## src/rtl/bcd_step_counter.sv

```systemverilog
// bcd_step_counter: single-digit BCD up/down counter advanced by rising
// edges of a raw STEP level. Provides range-checked synchronous load, a
// one-cycle wrap pulse (TC) for cascading digits and a sticky ERR flag for
// rejected loads. Q stays within 0..MAX at all times.
//
// Build option: define BCD_STEP_SYNC_EN to pass STEP through a two-flop
// synchronizer (reset to 1) before edge detection. This adds 2 cycles of
// count latency. Leave it undefined when STEP is already synchronous to CLK.
module bcd_step_counter #(
  parameter int unsigned MAX = 9   // highest count value, legal 1..9
) (
  input  logic       CLK,
  input  logic       RST,
  input  logic       EN,
  input  logic       STEP,
  input  logic       UP,
  input  logic       LD,
  input  logic [3:0] D,
  input  logic       CLR_ERR,
  output logic [3:0] Q,
  output logic       TC,
  output logic       ERR
);

  localparam logic [3:0] MAX_V = 4'(MAX);

  logic       step_s;
  logic       step_prev_reg;
  logic       step_edge;
  logic [3:0] q_reg,   q_next;
  logic       tc_reg,  tc_next;
  logic       err_reg, err_next;

`ifdef BCD_STEP_SYNC_EN
  localparam int SYNC_STAGES = 2;

  // Synchronizer chain resets to 1 so a STEP held high across reset
  // release looks like a steady high level rather than a fresh edge.
  logic sync_reg [SYNC_STAGES];

  generate
    for (genvar gi = 0; gi < SYNC_STAGES; gi++) begin : g_sync
      if (gi == 0) begin : g_first
        // First stage samples the raw asynchronous STEP level.
        always_ff @(posedge CLK or posedge RST) begin
          if (RST) sync_reg[gi] <= 1'b1;
          else     sync_reg[gi] <= STEP;
        end
      end else begin : g_rest
        // Later stages shift the sampled level down the chain.
        always_ff @(posedge CLK or posedge RST) begin
          if (RST) sync_reg[gi] <= 1'b1;
          else     sync_reg[gi] <= sync_reg[gi-1];
        end
      end
    end
  endgenerate

  assign step_s = sync_reg[SYNC_STAGES-1];
`else
  assign step_s = STEP;
`endif

  // A step edge is a low-to-high change between consecutive samples.
  assign step_edge = step_s & ~step_prev_reg;

  // Track the previous STEP sample every cycle, regardless of EN or LD;
  // resetting to 1 suppresses a count when STEP is high at reset release.
  always_ff @(posedge CLK or posedge RST) begin
    if (RST) step_prev_reg <= 1'b1;
    else     step_prev_reg <= step_s;
  end

  // Next-state for count, wrap pulse and error flag, load has priority.
  always_comb begin
    q_next   = q_reg;
    tc_next  = 1'b0;
    err_next = err_reg;

    // Clear first so that a simultaneous illegal load re-sets the flag.
    if (CLR_ERR) err_next = 1'b0;

    if (LD) begin
      // Any step edge in a load cycle is dropped, not deferred.
      if (D <= MAX_V) q_next   = D;
      else            err_next = 1'b1;
    end else if (step_edge && EN) begin
      if (UP) begin
        if (q_reg >= MAX_V) begin
          q_next  = 4'd0;
          tc_next = 1'b1;
        end else begin
          q_next  = q_reg + 4'd1;
        end
      end else begin
        if (q_reg == 4'd0) begin
          q_next  = MAX_V;
          tc_next = 1'b1;
        end else begin
          q_next  = q_reg - 4'd1;
        end
      end
    end
  end

  // Counter state registers with asynchronous reset.
  always_ff @(posedge CLK or posedge RST) begin
    if (RST) begin
      q_reg   <= 4'd0;
      tc_reg  <= 1'b0;
      err_reg <= 1'b0;
    end else begin
      q_reg   <= q_next;
      tc_reg  <= tc_next;
      err_reg <= err_next;
    end
  end

  assign Q   = q_reg;
  assign TC  = tc_reg;
  assign ERR = err_reg;

endmodule

```

## config.mk

```make
export PLATFORM = sky130hd
export DESIGN_NAME = bcd_step_counter
export DESIGN_NICKNAME = d
export VERILOG_FILES = /design/src/rtl/bcd_step_counter.sv
export SDC_FILE = /design/constraint.sdc
export NUM_CORES = 1
export LEC_CHECK = 0
export ABC_AREA = 0
export BUFFER_PORTS_ARGS = -buffer_cell sky130_fd_sc_hd__buf_2
export CAP_MARGIN = 5
export CORE_AREA = 2 2 39 41
export CTS_CLUSTER_DIAMETER = 80
export DETAILED_ROUTE_END_ITERATION = 7
export DIE_AREA = 0 0 41 43
export GPL_TIMING_DRIVEN = 0
export PLACE_DENSITY = 0.69
export REMOVE_ABC_BUFFERS = 1
export SETUP_SLACK_MARGIN = 0.15
export SYNTH_ARGS = -nofsm -noshare
export SYNTH_HDL_FRONTEND = slang
export SYNTH_SLANG_ARGS = --single-unit
```

## constraint.sdc

```tcl
create_clock -name CLK -period 2.2 [get_ports CLK]
set_clock_uncertainty 0.2 [all_clocks]
set_input_delay 0.44 -clock CLK [delete_from_list [all_inputs] [get_ports CLK]]
set_output_delay 0.44 -clock CLK [all_outputs]
set_load 0.05 [all_outputs]
```

==> run_summary.xml <==
<?xml version="1.0" encoding="UTF-8"?>
<metrics>
  <group name="synthesis">
    <metric name="synth_largest_type_area_fraction" unit="%">28.1</metric>
    <metric name="synth_enable_flop_cells" unit="">0</metric>
    <metric name="synth_async_sr_flop_share" unit="%">100</metric>
    <metric name="synthSimpleGateAreaFrac" unit="%">20.8</metric>
    <metric name="synth.area.top_cells" unit="">sky130_fd_sc_hd__dfrtp_1, sky130_fd_sc_hd__ha_1, sky130_fd_sc_hd__inv_1</metric>
    <metric name="total_standard_cell_area_after_synthesis" unit="µm²">534</metric>
    <metric name="ys_ff_latch" unit="">7</metric>
    <metric name="synth.largest_area_cell" unit="">sky130_fd_sc_hd__dfrtp_1</metric>
    <metric name="avgSynthCellArea" unit="µm²">8.90</metric>
    <metric name="synth_seq_area_share" unit="%">33.0</metric>
    <metric name="synth_top_family_by_area" unit="">compound AO/OA/AOI/OAI gates</metric>
    <metric name="synth_most_common_cell" unit="">sky130_fd_sc_hd__inv_1</metric>
    <metric name="ys.flop_type" unit="">sky130_fd_sc_hd__dfrtp_1</metric>
    <metric name="yosys.area_share.adder" unit="%">9.37</metric>
    <metric name="yosysWarnings" unit="">0</metric>
    <metric name="synthMuxAreaShare" unit="%">0</metric>
    <metric name="synth_common_cells" unit="">sky130_fd_sc_hd__inv_1, sky130_fd_sc_hd__dfrtp_1, sky130_fd_sc_hd__a21oi_1, sky130_fd_sc_hd__ha_1, sky130_fd_sc_hd__nor2_1</metric>
    <metric name="synthesis.instances" unit="">60</metric>
    <metric name="synth_compound_area_share" unit="%">27.6</metric>
    <metric name="synth-xor-area-share" unit="%">0</metric>
    <metric name="synth_cell_types" unit="">29</metric>
  </group>
  <group name="place">
    <metric name="dp_worst_setup_slack" unit="ps">186</metric>
    <metric name="place.detailed.instances" unit="">90</metric>
    <metric name="gp_congestion" unit="">0.874</metric>
    <metric name="io_buffers" unit="">16</metric>
    <metric name="place.detailed.hpwl" unit="µm">915</metric>
    <metric name="cell_area_placed" unit="µm²">616</metric>
  </group>
  <group name="worst_setup_path">
    <metric name="worstPathCellList" unit="">inv_1 -&gt; ha_1 -&gt; nor2b_1 -&gt; o211ai_1 -&gt; o311ai_1 -&gt; a221o_2</metric>
    <metric name="path_buf_inv" unit="">1</metric>
    <metric name="cp_data_required_time" unit="ps">2140</metric>
    <metric name="cp_slowest_cell" unit="">sky130_fd_sc_hd__dfrtp_2</metric>
    <metric name="critical_path_fanout_max" unit="">6</metric>
    <metric name="cp_data_arrival_time" unit="ps">1830</metric>
    <metric name="crit_type" unit="">reg2reg</metric>
    <metric name="timing.critical_path.max_delay_family" unit="">compound AO/OA/AOI/OAI gates</metric>
    <metric name="critPathMaxStageDelay" unit="ps">420</metric>
    <metric name="setup.worst_path.end_class" unit="">register</metric>
    <metric name="start_kind" unit="">register</metric>
  </group>
  <group name="timing">
    <metric name="final-setup-viol-count" unit="">0</metric>
    <metric name="transition_time_of_the_tightest_slew_check_pin" unit="ps">356</metric>
    <metric name="holdWs" unit="ps">91.9</metric>
    <metric name="max-slew-margin-rel" unit="%">76.0</metric>
    <metric name="setup_tns" unit="ps">0</metric>
    <metric name="timing.final.max_slew_violations" unit="">0</metric>
    <metric name="timing.fmax" unit="GHz">0.527</metric>
    <metric name="layout_setup_ws" unit="ps">303</metric>
    <metric name="fin_crit" unit="ps">1900</metric>
    <metric name="unrepaired_setup_endpoints_after_global_routing" unit="">no</metric>
    <metric name="number_of_failing_hold_endpoints_at_the_final_stage" unit="">0</metric>
    <metric name="timing.final.crit_share" unit="%">86.2</metric>
  </group>
  <group name="layout">
    <metric name="final_util" unit="%">47.3</metric>
    <metric name="layout.nets" unit="">95</metric>
    <metric name="multi_input_comb_area" unit="µm²">309</metric>
    <metric name="diodes" unit="">0</metric>
    <metric name="postLayoutCellArea" unit="µm²">654</metric>
    <metric name="area.sequential" unit="µm²">179</metric>
    <metric name="layout-drive-gt1-share" unit="%">34.2</metric>
    <metric name="layout.cells.non_filler" unit="">95</metric>
    <metric name="layout-area-overhead-vs-synth" unit="%">22.5</metric>
    <metric name="fillCellCount" unit="">144</metric>
    <metric name="largest_reg_flops" unit="">4</metric>
  </group>
  <group name="cts">
    <metric name="htreeDepth" unit="">1</metric>
    <metric name="cts_made_buffers" unit="">3</metric>
    <metric name="cts.sinks" unit="">7</metric>
    <metric name="worst_skew_pair.late_latency" unit="ps">260</metric>
    <metric name="post_cts.repair.setup_buffers" unit="">0</metric>
    <metric name="tritoncts_clock_tree" unit="">done</metric>
    <metric name="worst_setup_hold_path_clk_slew" unit="ps">60</metric>
    <metric name="clock_path_buffers" unit="">2</metric>
    <metric name="ctsRootBufferMaster" unit="">sky130_fd_sc_hd__clkbuf_4</metric>
  </group>
  <group name="floorplanning">
    <metric name="fp.dieH" unit="µm">43</metric>
    <metric name="ioPinCount" unit="">17</metric>
    <metric name="starting_density_of_the_core" unit="%">38.6</metric>
    <metric name="num_rows" unit="">14</metric>
    <metric name="die_width" unit="µm">41</metric>
    <metric name="die-area" unit="µm²">1760</metric>
    <metric name="placeableCoreArea" unit="µm²">1380</metric>
  </group>
  <group name="global_route">
    <metric name="grt-ovfl-total" unit="">0</metric>
    <metric name="wire_length_of_the_first_global_routing_pass" unit="µm">1640</metric>
    <metric name="global_route.usage.total" unit="%">13.8</metric>
    <metric name="grt_pass1_vias" unit="">381</metric>
    <metric name="pin_count_of_the_biggest_net_entering_global_routing" unit="">11</metric>
    <metric name="initial_antenna_violation_count" unit="">0</metric>
  </group>
  <group name="power">
    <metric name="power.leakage" unit="nW">0.315</metric>
    <metric name="worst_ir_drop_on_vdd" unit="V">0.000279</metric>
    <metric name="finalPower" unit="mW">0.500</metric>
    <metric name="power-per-cell-area" unit="nW/µm²">764</metric>
  </group>
  <group name="route">
    <metric name="iteration_0_drc_count_of_the_detailed_router" unit="">4</metric>
    <metric name="routed_wire_length_per_instance" unit="µm">12.0</metric>
    <metric name="drt-pass1-iter-count" unit="">4</metric>
    <metric name="final_antenna_net_count" unit="">0</metric>
    <metric name="vias" unit="">514</metric>
    <metric name="drc" unit="">0</metric>
    <metric name="avgViaCountPerCell" unit="">5.41</metric>
    <metric name="finalWirelength" unit="µm">1140</metric>
  </group>
  <group name="status">
    <metric name="status" unit="">complete, no violations</metric>
  </group>
  <group name="job">
    <metric name="max_cap_violations" unit="">0</metric>
  </group>
  <group name="min_path">
    <metric name="worst_hold_path_type" unit="">in2reg</metric>
  </group>
</metrics>
-- routing by layer --
metal,vias to the layer above,share of wire [%],GRT usage (%)
li1,257,-,-
met1,236,47,18.7
met2,19,45,20.0
met3,2,5.4,1.57
met4,0,1.8,8.00
met5,-,0,0
-- power breakdown --
part	switching, mW	internal [mW]	leakage [nW]	total, mW
logic	0.134	0.0715	0.217	0.206
clock network	0.0526	0.0696	0.0150	0.122
registers	0.0254	0.147	0.0826	0.172
total	0.212	0.288	0.315	0.500
-- area by class of cell --
| cell class | count | share of cell area, % |
|---|---|---|
| Multi-Input combinational cell | 43 | 47.2 |
| Sequential cell | 7 | 27.3 |
| Timing Repair Buffer | 17 | 13.8 |
| Inverter | 8 | 4.59 |
| Clock buffer | 4 | 4.02 |
| Tap cell | 16 | 3.06 |
-- kinds of logic after synthesis --
kind of cell,count (synthesis)
AO/OA/AOI/OAI,21
AND/OR/NAND/NOR,18
buffers and inverters,10
flip-flops,7
adder cells (fa/ha/maj),4
-- layout by cell type, fill, tap and decap left out, types with 2 or more instances in the layout --
| master | n |
|---|---|
| sky130_fd_sc_hd__a21oi_1 | 4 |
| sky130_fd_sc_hd__a311oi_1 | 3 |
| sky130_fd_sc_hd__a31oi_1 | 2 |
| sky130_fd_sc_hd__and3_1 | 2 |
| sky130_fd_sc_hd__buf_2 | 16 |
| sky130_fd_sc_hd__clkbuf_4 | 3 |
| sky130_fd_sc_hd__dfrtp_1 | 4 |
| sky130_fd_sc_hd__dfrtp_2 | 2 |
| sky130_fd_sc_hd__ha_1 | 4 |
| sky130_fd_sc_hd__inv_1 | 8 |
| sky130_fd_sc_hd__nand2_1 | 2 |
| sky130_fd_sc_hd__nand3_1 | 3 |
| sky130_fd_sc_hd__nor2_1 | 4 |
| sky130_fd_sc_hd__o21ai_0 | 3 |
| sky130_fd_sc_hd__o31ai_1 | 2 |
-- worst paths after layout --
path                                   from                       to  slack, ps  cells after the start
setup / recovery           Q[0]$_DFFE_PP0P_         Q[2]$_DFFE_PP0P_        300                      6
hold / removal                         STEP  step_prev_reg$_DFF_PP1_         90                      1
setup reg to reg           Q[0]$_DFFE_PP0P_         Q[2]$_DFFE_PP0P_        300                      6
hold reg to reg               ERR$_DFF_PP0_            ERR$_DFF_PP0_        360                      2
max in group asynchronous               RST  step_prev_reg$_DFF_PP1_       1090                      3
min in group asynchronous               RST            ERR$_DFF_PP0_        440                      3
-- timing repair --
item                                   in CTS  in global routing
setup endpoints to repair                   0                  1
endpoints found under the hold margin       6                  0
hold buffers                                1                  0
resized for setup                           0                  3
-- worst register-to-register path, delay by kind of cell (launching register included) --
family / cells / cell delay, ps
AO/OA/AOI/OAI: 3 / 670
flip-flops: 1 / 420
adder cells (fa/ha/maj): 1 / 240
AND/OR/NAND/NOR: 1 / 150
buffers and inverters: 1 / 110
Note: power is estimated with default switching activity, not from simulation.
